## src/rtl/multi_timer_pkg.sv

```systemverilog
// Shared types and limits for the multi-channel down-counter timer.
package multi_timer_pkg;
  typedef enum logic {IDLE, RUN} timer_state_t;
  typedef enum logic {MODE_PERIODIC = 1'b0, MODE_ONESHOT = 1'b1} timer_mode_t;
  localparam int MAX_CH = 16;
endpackage

```

## src/rtl/timer_channel.sv

```systemverilog
// One timer channel: IDLE/RUN FSM, WIDTH-bit down-counter and terminal-count pulse.
module timer_channel
  import multi_timer_pkg::*;
#(
  parameter int WIDTH = 28
) (
  input  logic             clk,
  input  logic             rst_n,
  input  logic             sync_clr,
  input  logic             ena_eff,
  input  logic             start,
  input  logic             stop,
  input  logic             mode,
  input  logic [WIDTH-1:0] reload,
  output logic             tc,
  output logic             running,
  output logic [WIDTH-1:0] count
);

  timer_state_t     state_q, state_d;
  logic [WIDTH-1:0] count_q, count_d;
  logic             at_zero;

  assign at_zero = (count_q == '0);

  always_ff @(posedge clk or negedge rst_n) begin
    if (!rst_n) begin
      state_q <= IDLE;
      count_q <= '0;
    end else begin
      state_q <= state_d;
      count_q <= count_d;
    end
  end

  // tc looks at the pre-edge state, so it still fires when a start lands on a terminal count.
  always_comb begin
    state_d = state_q;
    count_d = count_q;
    tc      = 1'b0;
    if (state_q == RUN && ena_eff && at_zero) tc = 1'b1;
    if (sync_clr) begin
      state_d = IDLE;
      count_d = '0;
    end else if (stop) begin
      state_d = IDLE;
    end else if (start) begin
      state_d = RUN;
      count_d = reload;
    end else if (state_q == RUN && ena_eff) begin
      if (!at_zero) begin
        count_d = count_q - 1'b1;
      end else begin
        count_d = reload;
        if (timer_mode_t'(mode) == MODE_ONESHOT) state_d = IDLE;
      end
    end
  end

  assign running = (state_q == RUN);
  assign count   = count_q;

endmodule

```

## src/rtl/multi_timer.sv

```systemverilog
// NUM_CH independent down-counter timers sharing one count-enable strobe.
// Define MULTI_TIMER_PRESCALE_EN to divide the enable strobe by PRESCALE before it reaches the channels.
module multi_timer
  import multi_timer_pkg::*;
#(
  parameter int NUM_CH   = 4,
  parameter int WIDTH    = 28,
  parameter int PRESCALE = 50
) (
  input  logic                    clk,
  input  logic                    rst_n,
  input  logic                    sync_clr,
  input  logic                    ena,
  input  logic [NUM_CH-1:0]       ch_start,
  input  logic [NUM_CH-1:0]       ch_stop,
  input  logic [NUM_CH-1:0]       ch_mode,
  input  logic [NUM_CH*WIDTH-1:0] reload,
  output logic [NUM_CH-1:0]       tc,
  output logic [NUM_CH-1:0]       running,
  output logic [NUM_CH*WIDTH-1:0] count
);

  if (NUM_CH < 1 || NUM_CH > MAX_CH || PRESCALE < 1) begin : g_param_check
    $error("multi_timer: NUM_CH or PRESCALE out of range");
  end

  logic ena_eff;

`ifdef MULTI_TIMER_PRESCALE_EN
  localparam int PW = (PRESCALE > 1) ? $clog2(PRESCALE) : 1;
  logic [PW-1:0] pre_q;

  // Starts at zero so the first ena strobe after reset or clear is already effective.
  always_ff @(posedge clk or negedge rst_n) begin
    if (!rst_n) begin
      pre_q <= '0;
    end else if (sync_clr) begin
      pre_q <= '0;
    end else if (ena) begin
      pre_q <= (pre_q == '0) ? PW'(PRESCALE - 1) : pre_q - 1'b1;
    end
  end

  assign ena_eff = ena && (pre_q == '0);
`else
  assign ena_eff = ena;
`endif

  for (genvar i = 0; i < NUM_CH; i++) begin : g_ch
    timer_channel #(
      .WIDTH(WIDTH)
    ) u_ch (
      .clk     (clk),
      .rst_n   (rst_n),
      .sync_clr(sync_clr),
      .ena_eff (ena_eff),
      .start   (ch_start[i]),
      .stop    (ch_stop[i]),
      .mode    (ch_mode[i]),
      .reload  (reload[i*WIDTH +: WIDTH]),
      .tc      (tc[i]),
      .running (running[i]),
      .count   (count[i*WIDTH +: WIDTH])
    );
  end

endmodule

```

## config.mk

```make
export PLATFORM = sky130hd
export DESIGN_NAME = multi_timer
export DESIGN_NICKNAME = d
export VERILOG_FILES = /design/src/rtl/multi_timer_pkg.sv /design/src/rtl/timer_channel.sv /design/src/rtl/multi_timer.sv
export SDC_FILE = /design/constraint.sdc
export NUM_CORES = 1
export LEC_CHECK = 0
export CAP_MARGIN = 10
export CORE_MARGIN = 1
export CORE_UTILIZATION = 51
export DETAILED_ROUTE_END_ITERATION = 10
export GPL_TIMING_DRIVEN = 0
export HOLD_SLACK_MARGIN = 0.02
export MAX_ROUTING_LAYER = met4
export PLACE_DENSITY = 0.87
export SYNTH_ARGS = -nofsm -noshare
export SYNTH_HDL_FRONTEND = slang
export SYNTH_SLANG_ARGS = --single-unit
```

## constraint.sdc

```tcl
create_clock -name clk -period 7.1 [get_ports clk]
set_clock_uncertainty 0.15 [all_clocks]
set_input_delay 0.71 -clock clk [delete_from_list [all_inputs] [get_ports clk]]
set_output_delay 0.71 -clock clk [all_outputs]
set_load 0.1 [all_outputs]
```

=== Yosys cells after proc, flatten, opt, wreduce, memory -nomap -nowiden ===
Index checks and enable logic that the tools add are counted.

* Flip-flop bits (word level): 116
* Logic and storage cells: 100
* Output and inout bits: 120
* Bits of input ports: 128

* Add/subtract/negate cells: 4
* Reduce and logical (&&, ||, !) cells: 36
* Equal/unequal tests: 4
* Mux-type cells: 48

{| class="wikitable"
|+ Operator list
! operator !! number
|-
| 28-bit 2-to-1 mux || 20
|-
| 28-bit zero test || 4
|-
| 28-bit by 1-bit subtractor with 28-bit output (second input constant) || 4
|-
| 4-bit nonzero test || 12
|-
| 1-bit 2-to-1 mux || 28
|-
| 3-bit AND reduction || 4
|-
| 3-bit nonzero test || 4
|-
| 1-bit logical AND || 8
|-
| 2-bit != test (second input constant) || 4
|-
| 2-bit AND reduction || 4
|}

=== Depth between registers and ports, before layout ===
* Word-level depth: 6
* Gate-level depth with buffers: 9

=== Modules after synthesis ===
From an unflattened synthesis, not the netlist that was laid out.

* Cells, all modules: 966
* Area total of the unflattened synthesis: 8252.9 um^2

{| class="wikitable"
|+ By module, submodules not included
! module !! area an instance (um^2) !! cells an instance !! times used
|-
| timer_channel (g_ch[2].u_ch ...) || 2124.5 || 242 || 2
|-
| timer_channel (g_ch[0].u_ch ...) || 2001.9 || 241 || 2
|}

=== Worst setup path after synthesis ===
No wires, ideal clock.

* Path type: reg-to-output
* From: reg g_ch[2].u_ch.count_q[10]
* To: out tc[2]
* Slack: 3462 ps
* Path buffers: 1
* Data arrival time: 2778 ps
* Stages on the path, launching flop included: 7
* Cell sequence: dfrtp_1 or4_4 or4_4 or2_2 nor2_1 and3_1 buf_4

* Word-level cells in the longest chain between the ends: 3

{| class="wikitable"
|+ RTL lines
! element !! line !! text
|-
| from (decl) || timer_channel.sv:21 || <nowiki>logic [WIDTH-1:0] count_q, count_d;</nowiki>
|-
| from (signal assigned) || timer_channel.sv:32 || <nowiki>count_q <= count_d;</nowiki>
|-
| 28-bit zero test || timer_channel.sv:24 || <nowiki>assign at_zero = (count_q == '0);</nowiki>
|-
| 1-bit logical AND || timer_channel.sv:41 || <nowiki>if (state_q == RUN && ena_eff && at_zero) tc = 1'b1;</nowiki>
|-
| 1-bit 2-to-1 mux || timer_channel.sv:41 ||
|-
| to (decl) || multi_timer.sv:18 || <nowiki>output logic [NUM_CH-1:0] tc,</nowiki>
|}

Every way passes these cells.

=== Worst setup path in the final report ===
Same ends and word-level chain as after synthesis.

==> out/results.tsv <==
stage	metric	value	unit
critical_path	worst r2r src	g_ch[1].u_ch.count[14]	
final_layout	NumNets Final	1392	
floorplan	Die Ht	126	um
sta	Worst Slack Setup Final	2.34	ns
sta	final worst-path cycle share	67.0	%
floorplan	core area	14800	um^2
yosys	Synth Area per Inst	7.90	um^2
critical_path	Worst path most repeated cell	or4_4	
power_and_ir_drop	Worst VDD drop	0.194	mV
placement	detailed placement HPWL	21400	um
placement	placed cells	1421	
final_layout	fillers	1127	
global_route	Top Usage Layer GRT	met2	
power_and_ir_drop	P_leak	4.46	nW
placement	Routability Congestion	0.999	
power_and_ir_drop	Clk pwr share	29.0	%
global_route	met3 Resource Use GR	6.84	%
clock_tree	total number of H-tree levels	4	
yosys	post-synthesis xor/xnor area fraction	0.112	%
placement	Setup WS pre-CTS	2.81	ns
yosys	proportion of synthesized area in mux cells	0.544	%
final_layout	Area Growth Syn to Fin	42.9	%
floorplan	IO Pins	248	
global_route	largest net degree at the start of global routing	62	
critical_path	slowest CP cell	clkdlybuf4s50_1	
final_layout	fin cells	1454	
routing	Detailed Route WL	30500	um
critical_path	Crit. End Element	primary output	
yosys	Mapped Nets	1126	
critical_path	Worst Path Buf+Inv	2	
global_route	gr ovfl total	0	
routing	vias	9718	
status	status	finished, final reports clean	
critical_path	Crit path required time	6.24	ns
critical_path	kind of critical path	register to primary output	
routing	drt first pass iters	6	
global_route	initial antenna violation count	1	
critical_path	Startpoint Class	register	
sta	Setup Viol. Count Final	0	
clock_tree	CTS Hold Buffers Added	0	
worst_hold_path	worst min path class	primary input to asynchronous set/reset pin	
clock_tree	CTS tree	yes	
global_route	global-route wire length before repair	48200	um
sta	Final Max Slew Viols	0	
power_and_ir_drop	Psw	1.49	mW
sta	Final Hold Viols	0	
clock_tree	clock-pin slew on the worst setup and hold paths	0.06	ns
final_layout	multi-input logic area	4480	um^2
clock_tree	CTS buffer count	17	
placement	Port Buffers	246	
sta	Slew @ Worst Pin	1.08	ns
floorplan	# rows	44	
critical_path	Critical path origin	g_ch[2].u_ch.count[10]	
power_and_ir_drop	combinational group share of total power	46.0	%
yosys	Seq/Total Area, Yosys	37.1	%
critical_path	CP Cell Sequence	or4_4 > or4_4 > or2_2 > nor2_1 > and3_1 > buf_4 > clkdlybuf4s50_1	
yosys	Distinct cells, synth	63	
yosys	Synth Area in Compound Gates	26.7	%
yosys	Yosys warnings	0	
job	Max-Cap Viols	0	
global_route	GRT Total Usage	39.7	%
clock_tree	# clock sinks	116	
yosys	synth top area cells	dfrtp_1, a21oi_1, o21ai_0	
clock_tree	Setup Fix Bufs, Post-CTS	0	
final_layout	layout cells sized above 1	6.70	%
yosys	Synth Area in Adders	1.28	%
final_layout	Reg area	2900	um^2
critical_path	Critical Path Max Stage Delay	1.12	ns
power_and_ir_drop	Seq pwr share	25.0	%
yosys	Cells after Synth	990	
yosys	fraction of registers with async set/reset	100	%
sta	Hold Worst Slack	0.0879	ns
sta	FMAX	0.210	GHz
power_and_ir_drop	Switching Fraction	46.0	%
critical_path	Crit path max-delay family	simple AND/OR/NAND/NOR gates	
floorplan	Initial Util	53.0	%
sta	total negative slack	0	ns
floorplan	Die W	126	um
clock_tree	clock buffer depth	2	
sta	Min Clock Period, post-route	4.76	ns
yosys	share of the synthesized area in the top cell type	37.1	%
sta	RSZ-0062 raised after global routing	false	
yosys	ys flop type	dfrtp_1	
power_and_ir_drop	PD cells	289	nW/um^2
clock_tree	Resize count post-CTS	0	
floorplan	Die ar.	15800	um^2
clock_tree	root buffer cell	clkbuf_16	
yosys	Post-Syn Area	7820	um^2
yosys	synthesized flop and latch total	116	
yosys	largest family of logic cells by synthesized area	simple AND/OR/NAND/NOR gates	
yosys	EDFF count, synth	0	
global_route	vias in the first global route	9164	
routing	Residual DRC	0	
routing	routed len/inst	21.0	um
sta	Worst slew margin	27.2	%
clock_tree	clk_lat worst skew	0.43	ns
yosys	post-synth top area cell	dfrtp_1	
routing	initial DRC count	1336	
global_route	GRT met2 Usage	59.8	%
critical_path	CP max FO	6	
critical_path	WP data arrival	3.90	ns
routing	Via density	6.68	
critical_path	R2R setup slack	3.62	ns
yosys	simple-gate share of the synthesized area	28.6	%
power_and_ir_drop	P_int	1.75	mW
global_route	GR Layer Usage met1	51.7	%
routing	Post-DRT Antenna Nets	0	
-- metrics by stage --
step	cell area (um^2)	total power [mW]	utilization [%]
floorplan	7820	1.84	-
global placement	10500	2.24	71.3
detailed placement	10500	2.26	71.5
CTS	11200	3.20	75.7
global route	11200	3.36	75.8
finish	11200	3.23	75.8
-- cells in the mapped netlist (3+ instances only) --
cell type and instances:
buf_2 15, o22ai_1 28, o21ai_0 98, nor3b_1 7, o31ai_1 11, nand3_1 48, nor4_1 42, a211oi_1 4
buf_4 11, or4_4 4, inv_1 23, a21oi_1 106, o2bb2ai_1 12, ha_1 8, dfrtp_1 116, o211ai_1 16
nor4b_1 6, and2_1 7, and3_1 12, o21ai_1 4, o41ai_1 6, o32ai_1 3, a21o_1 5, clkbuf_1 43
a22oi_1 3, nand3b_1 4, a31oi_1 9, a221o_1 8, nand2b_1 6, nor3_1 74, or4_1 18, or3_1 19
buf_1 3, nand2_1 65, nand4b_1 3, nand4_1 10, a32o_1 3, nor2_1 85, or2_2 10
-- per-layer routing --
metal / wire (um) / share of wire (%)
met5: 0 / 0
met4: 1340 / 4.4
met3: 3270 / 11
met2: 13800 / 45
met1: 12100 / 40
-- placed cells by master, fill, tap and decap left out, drive strengths merged, types with 4 or more instances in the layout --
master,count
nand2,65
and3,12
clkinv,4
a21oi,106
ha,8
or3,19
or2,10
o41ai,7
a221o,8
o2bb2ai,12
nand4,10
nor4b,6
a31oi,9
o31ai,12
nor3b,7
clkinvlp,4
bufinv,4
and2,9
o22ai,28
o211ai,16
dfrtp,116
nand3,48
inv,25
o21ai,102
nor2,85
clkdlybuf4s50,245
nor3,74
a21o,5
buf,33
clkbuf,61
nand3b,4
or4,22
nor4,43
nand2b,6
a211oi,4
-- cell families after synthesis --
group	Yosys count
and+or+nand+nor	426
AOI/OAI and AO/OA	338
buffers and inverters	97
adders and majority gates	8
DFF	116
muxes	4
xor gates and xnor gates	1
-- worst paths after layout --
kind,end,cells after the start
setup / recovery,tc[2],7
hold / removal,g_ch[2].u_ch.count[6],1
setup reg to reg,g_ch[1].u_ch.count[7],8
hold reg to reg,g_ch[0].u_ch.count[6],1
max in group asynchronous,g_ch[3].u_ch.count[26],2
min in group clk,g_ch[0].u_ch.count[6],1
-- worst reg2reg max path, stage by stage (launching register included) --
cell and delay (ns):
dfrtp_1 0.44, nor4_1 0.94, nand4_1 0.30, o21bai_1 0.37
buf_2 0.29, clkbuf_1 0.47, nor3_1 0.14, o21ai_0 0.15
o21ai_0 0.10
-- power groups by stage --
stage,Clock [mW],Sequential (mW),Combinational (mW)
after floorplan,0,1.21,0.633
after global placement,0,0.812,1.43
after detailed placement,0,0.814,1.45
after CTS,0.934,0.804,1.46
after global routing,0.970,0.817,1.57
final,0.937,0.809,1.49
-- layout make-up --
class	count	share of cell area (%)
antenna	1	0.0224
buffer	74	3.16
clock buffer	18	3.84
clock inverter	14	1.81
inverter	23	0.772
multi-input combinational	777	40.1
sequential	116	26.0
tap	184	2.06
timing repair buffer	247	22.3
-- flip-flops by register name, indices dropped and copies added, names as in the netlist --
signal,cells
g_ch.u_ch.running,4
g_ch.u_ch.count,112
Note: power is estimated with default switching activity, not from simulation.
